[src/rtl/dram_burst_model_latency_ctr.sv]
// Loadable down-counter with a zero flag, used for both the read and write access latency.
module dram_latency_ctr #(
    parameter int CNT_W = 3
) (
    input  logic             clk,
    input  logic             rst_n,
    input  logic             load_i,
    input  logic [CNT_W-1:0] load_val_i,
    input  logic             dec_i,
    output logic             zero_o
);
    logic [CNT_W-1:0] cnt_q;
    logic [CNT_W-1:0] cnt_d;

    always_comb begin
        cnt_d = cnt_q;
        if (load_i) begin
            cnt_d = load_val_i;
        end else if (dec_i && (cnt_q != '0)) begin
            cnt_d = cnt_q - 1'b1;
        end
    end

    always_ff @(posedge clk or negedge rst_n) begin
        if (!rst_n) begin
            cnt_q <= '0;
        end else begin
            cnt_q <= cnt_d;
        end
    end

    assign zero_o = (cnt_q == '0);
endmodule

[config.mk]
export PLATFORM = sky130hd
export DESIGN_NAME = dram_latency_ctr
export DESIGN_NICKNAME = d
export VERILOG_FILES = /design/src/rtl/dram_burst_model_latency_ctr.sv
export SDC_FILE = /design/constraint.sdc
export NUM_CORES = 1
export LEC_CHECK = 0
export CAP_MARGIN = 20
export CORE_AREA = 5 5 42 44
export DETAILED_ROUTE_END_ITERATION = 12
export DIE_AREA = 0 0 47 49
export GPL_TIMING_DRIVEN = 0
export PLACE_DENSITY = 0.46
export SLEW_MARGIN = 20
export SYNTH_ARGS = -nofsm -noshare
export SYNTH_HDL_FRONTEND = slang
export SYNTH_SLANG_ARGS = --single-unit
[constraint.sdc]
create_clock -name clk -period 1.75 [get_ports clk]
set_clock_uncertainty 0.1 [all_clocks]
set_input_delay 0.2625 -clock clk [delete_from_list [all_inputs] [get_ports clk]]
set_output_delay 0.2625 -clock clk [all_outputs]
set_load 0.01 [all_outputs]
==> results of run 1 <==
stage by stage:
stage / worst slack, ns / utilization / power [mW] / std cells
2_1_floorplan: 0.248 / - / 0.137 / 19
3_5_place_dp: 0.0192 / 0.205 / 0.168 / 41
5_1_grt: 0.00731 / 0.230 / 0.321 / 46
3_3_place_gp: 0.0151 / 0.205 / 0.166 / 41
6_report: 0.0884 / 0.230 / 0.292 / 46
4_1_cts: 0.0150 / 0.229 / 0.300 / 46
where the power goes:
part           internal (mW)  leakage [nW]  switching, mW
Clock                 0.0855        0.0150         0.0368
Combinational         0.0496        0.0891         0.0335
Sequential            0.0809        0.0363        0.00584
path summary, 6_finish.rpt:
path	start	endpoint	slack, ns
max	cnt_q[0]$_DFFE_PN0P_	zero_o	0.09
min	rst_n	cnt_q[0]$_DFFE_PN0P_	0.11
max reg2reg	cnt_q[0]$_DFFE_PN0P_	cnt_q[1]$_DFFE_PN0P_	0.26
min reg2reg	cnt_q[2]$_DFFE_PN0P_	cnt_q[2]$_DFFE_PN0P_	0.57
max in group asynchronous	rst_n	cnt_q[2]$_DFFE_PN0P_	1.30
min in group clk	load_i	cnt_q[0]$_DFFE_PN0P_	0.20
kinds of logic (layout without fill, tap and decap cells):
logic type | count (synthesis) | in the layout | share of synthesized area
buffers and inverters | 4 | 15 | 0.108
flip-flops | 3 | 3 | 0.361
AND/OR/NAND/NOR | 7 | 7 | 0.265
adder cells (fa/ha/maj) | 2 | 2 | 0.120
AO/OA/AOI/OAI | 3 | 3 | 0.145
critical path, stage by stage (launching register included):
cell and delay (ns):
dfrtp_1 0.34, inv_1 0.05, ha_1 0.19, ha_2 0.20
dlygate4sd2_1 0.29
routing by layer:
layer  wire, um  GRT usage  vias up
li1           -          -       91
met1        233     0.0730       84
met2        195     0.0611        8
met3         48     0.0258        0
met4          0     0.0553        0
met5          0          0        -
cells in the final DEF, fill, tap and decap left out:
master | synthesis | routed
dlygate4sd2_1 | 0 | 1
dfrtp_1 | 3 | 3
clkbuf_1 | 0 | 1
inv_1 | 3 | 3
nor4b_1 | 3 | 3
clkbuf_4 | 0 | 3
ha_2 | 0 | 1
ha_1 | 2 | 1
buf_6 | 1 | 1
buf_4 | 0 | 1
and2b_4 | 1 | 1
clkdlybuf4s50_1 | 0 | 5
nor2b_1 | 2 | 2
nand2b_1 | 1 | 1
a221o_1 | 3 | 3
layout make-up:
cell class	count	share of cell area
sequential	3	0.233
tap	16	0.0620
inverter	3	0.0349
buffer	1	0.0349
timing repair buffer	7	0.205
clock buffer	4	0.0814
multi-input combinational	12	0.349
repair_timing:
action	CTS	global route
endpoints found under the setup margin	1	1
cloned	0	0
gates resized for setup	1	1
buffers inserted	1	0
==> results.md, run 1 <==
| Step | Metric | This run |
|---|---|---|
| route | Total wire length after detailed routing | 477 um |
| setup path | Top fanout value on the critical path | 5 |
| timing | Final Hold Viols | 0 |
| final layout | Antenna cell count | 0 |
| route | Starting DRC count in detailed routing | 5 |
| setup path | FF-to-FF path depth | 5 |
| die | Initial Util | 0.148 |
| timing | Setup tns final | 0 ns |
| global route | Maximum number of pins on one net before global-route repair | 10 |
| synthesis | Synth cell types | 9 |
| clocking | CTS Buf Count | 3 |
| global route | GRT Residual Overflow | 0 |
| pwr | Power per cell area | 905 nW/um^2 |
| setup path | Required time at the worst-slack endpoint | 1.39 ns |
| final layout | Number of nets in the finished design | 40 |
| final layout | Total non-filler cell area in the finished layout | 323 um^2 |
| final layout | Area added between synthesis and finish | 55.4% |
| timing | Worst relative slew slack | 0.798 |
| outcome | Run status | finished, final reports clean |
| flow run | Number of max-cap violations | 0 |
| route | Post-detailed-route DRC marker count | 0 |
| die | Io pins | 8 |
| global route | Antenna violations before repair | 0 |
| synthesis | Part of the Yosys area used for sequential elements | 0.361 |
| setup path | Type of element launching the critical path | register |
| synthesis | Post-synthesis instance area | 208 um^2 |
| final layout | Fraction of final layout cells with drive strength greater than 1 | 0.233 |
| synthesis | Total nets after synthesis | 28 |
| pwr | Worst vdd ir | 0.256 mV |
| clocking | Hold-fix buffers, CTS | 0 |
| clocking | Clock network latency to the later pin of the worst-skew pair | 0.23 ns |
| timing | Transition time at the pin with the least slew margin | 0.299 ns |
| global route | Number of global-route vias before repair | 222 |
| placed design | Placed Instance Area | 288 um^2 |
| final layout | Max FFs per register | 3 |
| clocking | TritonCTS clock tree | done |
| route | Average detailed-routed wire length per instance | 10.4 um |
| global route | GRT Total Usage | 0.0558 |
| final layout | Sequential cell area | 75.1 um^2 |
| pwr | Reported leakage power | 0.140 nW |
| die | Die height | 49 um |
| timing | Post-layout min period | 1.66 ns |
| synthesis | Register bit count reported by yosys | 3 |
| synthesis | Number of warnings reported in the yosys synthesis log | 0 |
| route | Total vias in the final route | 183 |
| synthesis | Fraction of synthesized cell area taken by the top area cell type | 0.361 |
| clocking | Clock Sink Count | 3 |
| synthesis | Top cells by area in the synthesized netlist | dfrtp_1 36%, a221o_1 14%, nor4b_1 13% |
| final layout | Largest registers | cnt_q (3) |
| die | Die extent in x | 47 um |
| route | Detailed-routing iteration count for the pre-antenna-repair pass | 2 |
| placed design | Number of input and output port buffers inserted | 6 |
| synthesis | EDFF count, synth | 0 |
| clocking | Clock-pin slew reported for the worst setup and hold paths after clock tree synthesis | 0.04 ns |
| timing | Final count of pins violating max slew | 0 |
| clocking | Library cell used as clock root buffer | clkbuf_4 |
| synthesis | Largest area contributor in the netlist | dfrtp_1 |
| synthesis | Number of standard cells after synthesis | 19 |
| synthesis | Dominant register cell in the synthesized netlist | dfrtp_1 |
| die | Number of rows created at floorplan | 14 |
| synthesis | Commonest cells in the netlist | 3 x a221o_1, 3 x dfrtp_1, 3 x inv_1, 3 x nor4b_1 |
| placed design | Half-perimeter wire length after detailed placement | 372 um |
| die | Die area | 2300 um^2 |
| timing | Worst Hold Slack | 0.110 ns |
| min path | Min-Delay Path Class | input port to async pin |
| timing | Max frequency | 0.602 GHz |
| placed design | Gpl congestion | 0.643 |
| setup path | Crit. End Element | output port |
| global route | First-pass GRT wire length | 903 um |
| timing | Setup repair after global routing missed its margin | false |
| route | Vias per std cell | 3.98 |
| clocking | CTS max path bufs | 2 |
| final layout | Biggest register | cnt_q |
| timing | Setup Viol. Count Final | 0 |
| setup path | Critical path arrival | 1.30 ns |
| synthesis | Synthesized area divided by synthesized cell count | 10.9 um^2 |
| synthesis | Share of async-settable or async-resettable flops after synthesis | 1.00 |
| route | Count of antenna-violating nets left after detailed routing | 0 |
| final layout | Number of inserted filler cells in the final layout | 155 |
| die | Total core area | 1400 um^2 |
| timing | Final period utilization | 0.950 |
| setup path | Worst Path Class, Setup | register to output port |
| final layout | Area of the multi-input gates | 113 um^2 |
| clocking | Max H-tree Level | 1 |
Note: power is estimated with default switching activity, not from simulation.
==> inputs of run 2 (changes only) <==
Settings changed: CTS_CLUSTER_DIAMETER set to 30.
==> results of run 2 <==
The final DEF is identical to that of run 1; final timing and power are the same.
